`src/rtl/uart_pkg.sv`:
```
// Shared constants and state type for the UART receive path.
// Used by uart_receiver and uart_rx_sync.
package uart_pkg;

    localparam int OVERSAMPLE = 16;
    localparam int MID_TICK   = 7;
    localparam int DATA_BITS  = 8;

    typedef enum logic [2:0] {
        IDLE,
        START,
        DATA,
        PARITY,
        STOP
    } rx_state_t;

endpackage

```
`src/rtl/uart_rx_sync.sv`:
```
// Two-flop synchronizer for an asynchronous, idle-high input pin.
// Synchronous reset loads 1 so a reset never looks like a start bit.
module uart_rx_sync (
    input  logic i_clk,
    input  logic i_rst,
    input  logic i_d,
    output logic o_q
);

    logic r_ff1;
    logic r_ff2;

    // Two-stage capture of the raw pin
    always_ff @(posedge i_clk) begin
        if (i_rst) begin
            r_ff1 <= 1'b1;
            r_ff2 <= 1'b1;
        end else begin
            r_ff1 <= i_d;
            r_ff2 <= r_ff1;
        end
    end

    assign o_q = r_ff2;

endmodule

```
`src/rtl/uart_receiver.sv`:
```
// 16x oversampled UART receiver: 8N1, or 8E1/8O1 with UART_RX_PARITY_EN.
// Samples mid-bit, reports byte plus frame/parity flags with a 1-cycle strobe.
module uart_receiver
    import uart_pkg::*;
#(
    parameter logic PARITY_MODE = 1'b0
) (
    input  logic       i_clk,
    input  logic       i_rst,
    input  logic       i_rxd,
    output logic [7:0] o_data_out,
    output logic       o_data_valid,
    output logic       o_frame_error,
    output logic       o_parity_error,
    output logic       o_busy
);

    localparam logic [3:0] LAST_TICK = 4'(OVERSAMPLE - 1);
    localparam logic [3:0] MID       = 4'(MID_TICK);
    localparam logic [2:0] LAST_BIT  = 3'(DATA_BITS - 1);

    logic                 w_rxd_s;
    rx_state_t            r_state;
    logic [3:0]           r_tick;
    logic [2:0]           r_bit_idx;
    logic [DATA_BITS-1:0] r_shreg;
    logic [7:0]           r_data;
    logic                 r_valid;
    logic                 r_ferr;
    logic                 r_busy;
`ifdef UART_RX_PARITY_EN
    logic                 r_perr;
    logic                 r_perr_out;
`endif

    uart_rx_sync u_sync (
        .i_clk (i_clk),
        .i_rst (i_rst),
        .i_d   (i_rxd),
        .o_q   (w_rxd_s)
    );

    // Frame FSM with bit timing, shifting and registered outputs
    always_ff @(posedge i_clk) begin
        if (i_rst) begin
            r_state    <= IDLE;
            r_tick     <= '0;
            r_bit_idx  <= '0;
            r_shreg    <= '0;
            r_data     <= '0;
            r_valid    <= 1'b0;
            r_ferr     <= 1'b0;
            r_busy     <= 1'b0;
`ifdef UART_RX_PARITY_EN
            r_perr     <= 1'b0;
            r_perr_out <= 1'b0;
`endif
        end else begin
            r_valid <= 1'b0;
            unique case (r_state)
                IDLE: begin
                    if (!w_rxd_s) begin
                        r_state <= START;
                        r_tick  <= '0;
                        r_busy  <= 1'b1;
                    end
                end
                START: begin
                    if (r_tick == MID) begin
                        r_tick <= '0;
                        if (!w_rxd_s) begin
                            r_state   <= DATA;
                            r_bit_idx <= '0;
                        end else begin
                            r_state <= IDLE;
                            r_busy  <= 1'b0;
                        end
                    end else begin
                        r_tick <= r_tick + 4'd1;
                    end
                end
                DATA: begin
                    r_tick <= r_tick + 4'd1;
                    if (r_tick == LAST_TICK) begin
                        r_shreg   <= {w_rxd_s, r_shreg[DATA_BITS-1:1]};
                        r_bit_idx <= r_bit_idx + 3'd1;
                        if (r_bit_idx == LAST_BIT) begin
`ifdef UART_RX_PARITY_EN
                            r_state <= PARITY;
`else
                            r_state <= STOP;
`endif
                        end
                    end
                end
`ifdef UART_RX_PARITY_EN
                PARITY: begin
                    r_tick <= r_tick + 4'd1;
                    if (r_tick == LAST_TICK) begin
                        r_perr  <= ^r_shreg ^ w_rxd_s ^ PARITY_MODE;
                        r_state <= STOP;
                    end
                end
`endif
                STOP: begin
                    r_tick <= r_tick + 4'd1;
                    if (r_tick == LAST_TICK) begin
                        // Leave mid-stop-bit so a back-to-back start is caught
                        r_data  <= r_shreg;
                        r_valid <= 1'b1;
                        r_ferr  <= ~w_rxd_s;
`ifdef UART_RX_PARITY_EN
                        r_perr_out <= r_perr;
`endif
                        r_state <= IDLE;
                        r_busy  <= 1'b0;
                    end
                end
                default: begin
                    r_state <= IDLE;
                    r_busy  <= 1'b0;
                end
            endcase
        end
    end

    assign o_data_out    = r_data;
    assign o_data_valid  = r_valid;
    assign o_frame_error = r_ferr;
    assign o_busy        = r_busy;
`ifdef UART_RX_PARITY_EN
    assign o_parity_error = r_perr_out;
`else
    // No parity bit on the wire, so the parity sense has no effect
    assign o_parity_error = PARITY_MODE & 1'b0;
`endif

endmodule

```
`config.mk`:
```
export PLATFORM = sky130hd
export DESIGN_NAME = uart_receiver
export DESIGN_NICKNAME = d
export VERILOG_FILES = /design/src/rtl/uart_pkg.sv /design/src/rtl/uart_rx_sync.sv /design/src/rtl/uart_receiver.sv
export SDC_FILE = /design/constraint.sdc
export NUM_CORES = 1
export LEC_CHECK = 0
export ABC_CLOCK_PERIOD_IN_PS = 5000
export CORE_MARGIN = 4
export CORE_UTILIZATION = 58
export CTS_CLUSTER_DIAMETER = 50
export DETAILED_ROUTE_END_ITERATION = 10
export PLACE_DENSITY = 0.88
export SYNTH_ARGS = -nofsm -noshare
export SYNTH_HDL_FRONTEND = slang
export SYNTH_SLANG_ARGS = --single-unit
export TNS_END_PERCENT = 30
```
`constraint.sdc`:
```
create_clock -name i_clk -period 5 [get_ports i_clk]
set_input_delay 1.5 -clock i_clk [delete_from_list [all_inputs] [get_ports i_clk]]
set_output_delay 1.5 -clock i_clk [all_outputs]
set_load 0.005 [all_outputs]
```
# Word level (Yosys, flattened, before mapping)
# Index checks and enable logic that the tools add are counted.
[totals]
ff_bits = 31
input_bits = 3
output_inout_bits = 12
wordCells = 59
[classes]
n_addsub = 2
eq_ne = 13
mux = 20
n_bitwise = 3
reduce_logical = 11
[ops]
columns = ["cell", "n"]
rows = [
  ["$mux 3", 8],
  ["$ne 2x2->1 const B", 6],
  ["$pmux 3 s4", 1],
  ["$pmux 4 s3", 1],
  ["$reduce_and 5->1", 2],
  ["$mux 4", 2],
  ["$eq 3x3->1 const B", 2],
  ["$pmux 3 s2", 1],
  ["$reduce_and 2->1", 3],
  ["$mux 1", 5],
  ["$add 4x1->4 const B", 1],
  ["$eq 4x3->1 const B", 1],
  ["$eq 4x4->1 const B", 1],
  ["$pmux 1 s4", 1],
  ["$reduce_and 4->1", 1],
  ["$reduce_or 2->1", 2],
  ["$add 3x1->3 const B", 1],
  ["$eq 3x1->1 const B", 1],
  ["$eq 3x2->1 const B", 1],
  ["$logic_not 3->1", 1],
  ["$not 1->1", 3],
  ["$reduce_bool 3->1", 1],
  ["$mux 2", 1],
  ["$ne 2x1->1 const B", 1],
  ["$reduce_bool 2->1", 1],
]

# Depth between registers and ports, before layout
[depth]
word_depth = 4
mapped_depth = 6
depth_no_buf = 5

# Cells and area by module
# A second synthesis with hierarchy kept.
[unflattened]
cells_unflattened = 150
hier_area_um2 = 1312.5
[modules_own_cells]
columns = ["module", "instances", "cells_per_inst", "area_each_um2", "seq_area_each_um2"]
rows = [
  ["uart_receiver", 1, 146, 1260.0, 580.6],
  ["uart_rx_sync", 1, 4, 52.6, 40.0],
]

# Least setup slack after synthesis
# Ideal clock, no wire load.
[synth_timing]
path_kind = "input to register"
from = "input i_rst"
to = "register r_data[7], in the netlist o_data_out[7]"
setup_ns = 0.128
arrival_ns = 2.095
t_required_ns = 4.872
slack_ns = 2.778
path_stages = 3
n_path_buf = 2
cell_sequence = "clkbuf_1 clkbuf_1 nor2_1"
[synth_lines]
columns = ["element", "line", "source"]
rows = [
  ["from (decl)", "uart_receiver.sv:9", "input logic i_rst,"],
  ["to (signal assigned)", "uart_receiver.sv:109", "r_data <= r_shreg;"],
  ["to (decl)", "uart_receiver.sv:27", "logic [7:0] r_data;"],
]
# No word-level cell between the ends.

==> flow_summary.yaml <==
global_routing:
  grt_first_pass_wirelength_mm: 4.57
  grt_overflow_total: 0
  grt_max_degree: 31
  track_usage_pct: 18.4
  antenna_found_initial: 0
  grt_pass1_vias: 1031
flow_run:
  cap_violations: 0
timing:
  rsz0062_at_grt: "false"
  skew_ns: 0.0129
  fin_crit_ns: 2.94
  tightestPinTransition_ns: 1.01
  setup_viol: 0
  max_freq_mhz: 340
  fin_setup_tns_ns: 0
  fin_crit_sh_pct: 58.8
  drv_slew: 0
  relSlewSlack_pct: 32.6
  fin_hold_ws_ns: 0.428
  finalHoldViolCount: 0
drt:
  drt_first_pass_iters: 4
  routed_via_density: 5.81
  wirelength_mm: 2.58
  ant_nets: 0
  drt_iter0_drc: 31
  drcViolationCount: 0
  wire_per_inst_um: 13.3
  route.vias.total: 1127
yosys:
  synth_top_cell_by_area: "dfxtp_1"
  async_reset_ff_share_pct: 0
  synth.area.top_cells: "dfxtp_1 45%, mux2i_1 7.3%, nor2_1 5.7%"
  avgSynthCellArea_um2: 8.80
  ys_seq_elements: 31
  synth_cell_types: 36
  synth.top_cell.area_share_pct: 45.2
  synthFlopType: "dfxtp_1"
  yosysWarnings: 0
  synth_edf_count: 0
  seq_area_frac_synth_pct: 45.2
  syn-cell-area_mm2: 0.00137
  syn_inst: 156
  syn-num-nets: 162
floorplan:
  start_util_pct: 61.5
  die_h_um: 56.6
  die_w_um: 56.6
  rows: 17
  io_pins: 15
  core_area_mm2: 0.00223
  dieArea_mm2: 0.00321
finish:
  syn2layout_area_growth_pct: 14.2
  drive_gt1_share_pct: 7.83
  antennaDiodeCount: 0
  fin_nets: 171
  final_cells: 194
clock_network:
  hold_buffers: 0
  clock_path_buffers: 2
  cts_resized: 0
  tritoncts: "yes"
  cts.clk_slew.worst_paths_ns: 0.10
  cts_setup_buffers: 0
  numCtsBuffers: 5
  clockRootBuffer: "clkbuf_4"
  clock_sinks: 31
  clkLatencyLatePin_ns: 0.33
  htreeDepth: 2
setup_path:
  cp.arrival_ns: 3.18
  crit_type: "in -> reg"
  timing.rr.start: "r_tick[0]"
  cp_max_fo: 30
  worst_ep_required_time_ns: 5.24
  cp_slowest_cell: "clkdlybuf4s50_1"
  critPathLaunchType: "primary input"
  crit_buf_inv: 1
  path_delay_family: "buffers and inverters"
  path_cells: "clkdlybuf4s50_1 -> nor2_1 -> o221a_2 -> a22o_1"
  worstSetupEndpointType: "flip-flop"
  crit_start: "i_rst"
  cpPeakStageDelay_ns: 1.13
power_and_ir_drop:
  p_per_area_mw_per_mm2: 315
  p_switching_uw: 110
  intPower_uw: 384
  p_clk_share_pct: 41.3
  vdd_ir_drop_max_mv: 0.288
  p_leak_uw: 0.000661
  switching_share_pct: 22.3
  power_uw: 495
  combPwrFrac_pct: 6.1
  power.share.sequential_pct: 52.6
min_path:
  hold_path_class: "reg -> reg"
  min_from: "u_sync.r_ff1"
place:
  numPortBuffers: 13
  place_inst: 186
  place_congestion: 0.897
  post-dp-hpwl_mm: 1.74
outcome:
  outcome: "complete, no violations"
## flip-flops by register name, summed over array words and instances, names as in the netlist
register and count:
u_sync.r_ff1 1, o_frame_error 1, r_state 3, r_bit_idx 3, r_tick 4, o_busy 1
o_data_out 8, u_sync.o_q 1, o_data_valid 1, r_shreg 8
## final timing paths
path,to,cells after the start,slack (ns)
worst max-delay path,r_tick[1],4,2.06
worst min register to register,u_sync.o_q,1,0.43
worst max register to register,o_data_out[4],5,3.06
worst min-delay path,u_sync.o_q,1,0.43
## power groups by stage
stage,logic (uW),clock network (uW),registers [uW]
2_1_floorplan,27.7,0,260
4_1_cts,30.2,208,260
3_5_place_dp,30.2,0,266
5_1_grt,34.1,222,261
6_report,30.3,204,260
3_3_place_gp,28.9,0,265
## cells by family (layout without fill, tap and decap cells)
logic type               count (synthesis)  after routing  synth area share [%]
AO/OA/AOI/OAI                           35             35                  17.5
XOR/XNOR                                 1              1                 0.638
adder cells (fa/ha/maj)                  3              3                  2.74
buffers and inverters                   12             22                  4.38
flip-flops                              31             31                  45.2
multiplexers                            10             10                  7.29
other                                    1              1                 0.273
AND/OR/NAND/NOR                         63             63                  22.0
## through the flow
stage               area [um2]  worst slack, ns  util [%]
CTS                       1570             2.05      70.2
global placement          1480             1.74      66.3
finish                    1570             2.06      70.2
detailed placement        1480             1.70      66.3
global route              1570             1.93      70.2
floorplan                 1370             2.78         -
## layer usage
metal | global-route usage [%] | vias to the layer above | share of wire (%)
met2 | 30.4 | 26 | 51
met4 | 7.80 | 0 | 1.7
li1 | - | 562 | -
met3 | 7.36 | 5 | 4.2
met1 | 20.9 | 534 | 43
met5 | 0 | - | 0
## synth_stat cells, types with 6 or more instances
master / instances
mux2i_1: 10
nor2_1: 21
clkbuf_1: 6
nand2_1: 19
a21oi_1: 14
dfxtp_1: 31
## layout by cell type (no fill, tap or decap)
| master | netlist | routed |
|---|---|---|
| and3b_1 | 2 | 2 |
| o21a_1 | 2 | 2 |
| or3b_2 | 1 | 1 |
| clkinv_2 | 0 | 1 |
| a22o_1 | 2 | 2 |
| a21oi_1 | 14 | 14 |
| clkbuf_8 | 0 | 1 |
| inv_1 | 1 | 1 |
| a21o_1 | 2 | 2 |
| clkbuf_4 | 0 | 5 |
| a2111oi_0 | 2 | 2 |
| xor2_1 | 1 | 1 |
| a221oi_1 | 1 | 1 |
| or2_2 | 2 | 2 |
| a22oi_1 | 2 | 2 |
| nand2_1 | 19 | 19 |
| nor3_1 | 3 | 3 |
| o221a_2 | 2 | 2 |
| nor2b_1 | 3 | 3 |
| or4b_1 | 1 | 1 |
| o22ai_1 | 1 | 1 |
| nand3b_1 | 3 | 3 |
| dfxtp_1 | 31 | 31 |
| conb_1 | 1 | 1 |
| nand2b_1 | 2 | 2 |
| nand3_1 | 3 | 3 |
| o21ai_0 | 2 | 2 |
| clkdlybuf4s50_1 | 0 | 13 |
| mux2i_1 | 10 | 10 |
| bufinv_16 | 0 | 1 |
| a211oi_1 | 3 | 3 |
| nor2_1 | 21 | 21 |
| and2_1 | 1 | 1 |
| ha_1 | 3 | 3 |
| o2111a_1 | 1 | 1 |
| and3_1 | 2 | 2 |
| a211o_1 | 1 | 1 |
## worst register-to-register path: cells and delay by family, from the launching register on
family                     cells  cell delay (ns)
and+or+nand+nor                3             0.78
muxes                          1             0.36
DFF                            1             0.40
adders and majority gates      1             0.25
## area by class of cell
cell class                 count  area, um2
multi-input combinational    113        692
sequential                    31        621
clock inverter                 2       35.0
timing repair buffer          13        130
inverter                       1       3.75
tap                           28       35.0
fill                         170        666
clock buffer                   6       51.3
(Power assumes the default switching activity.)
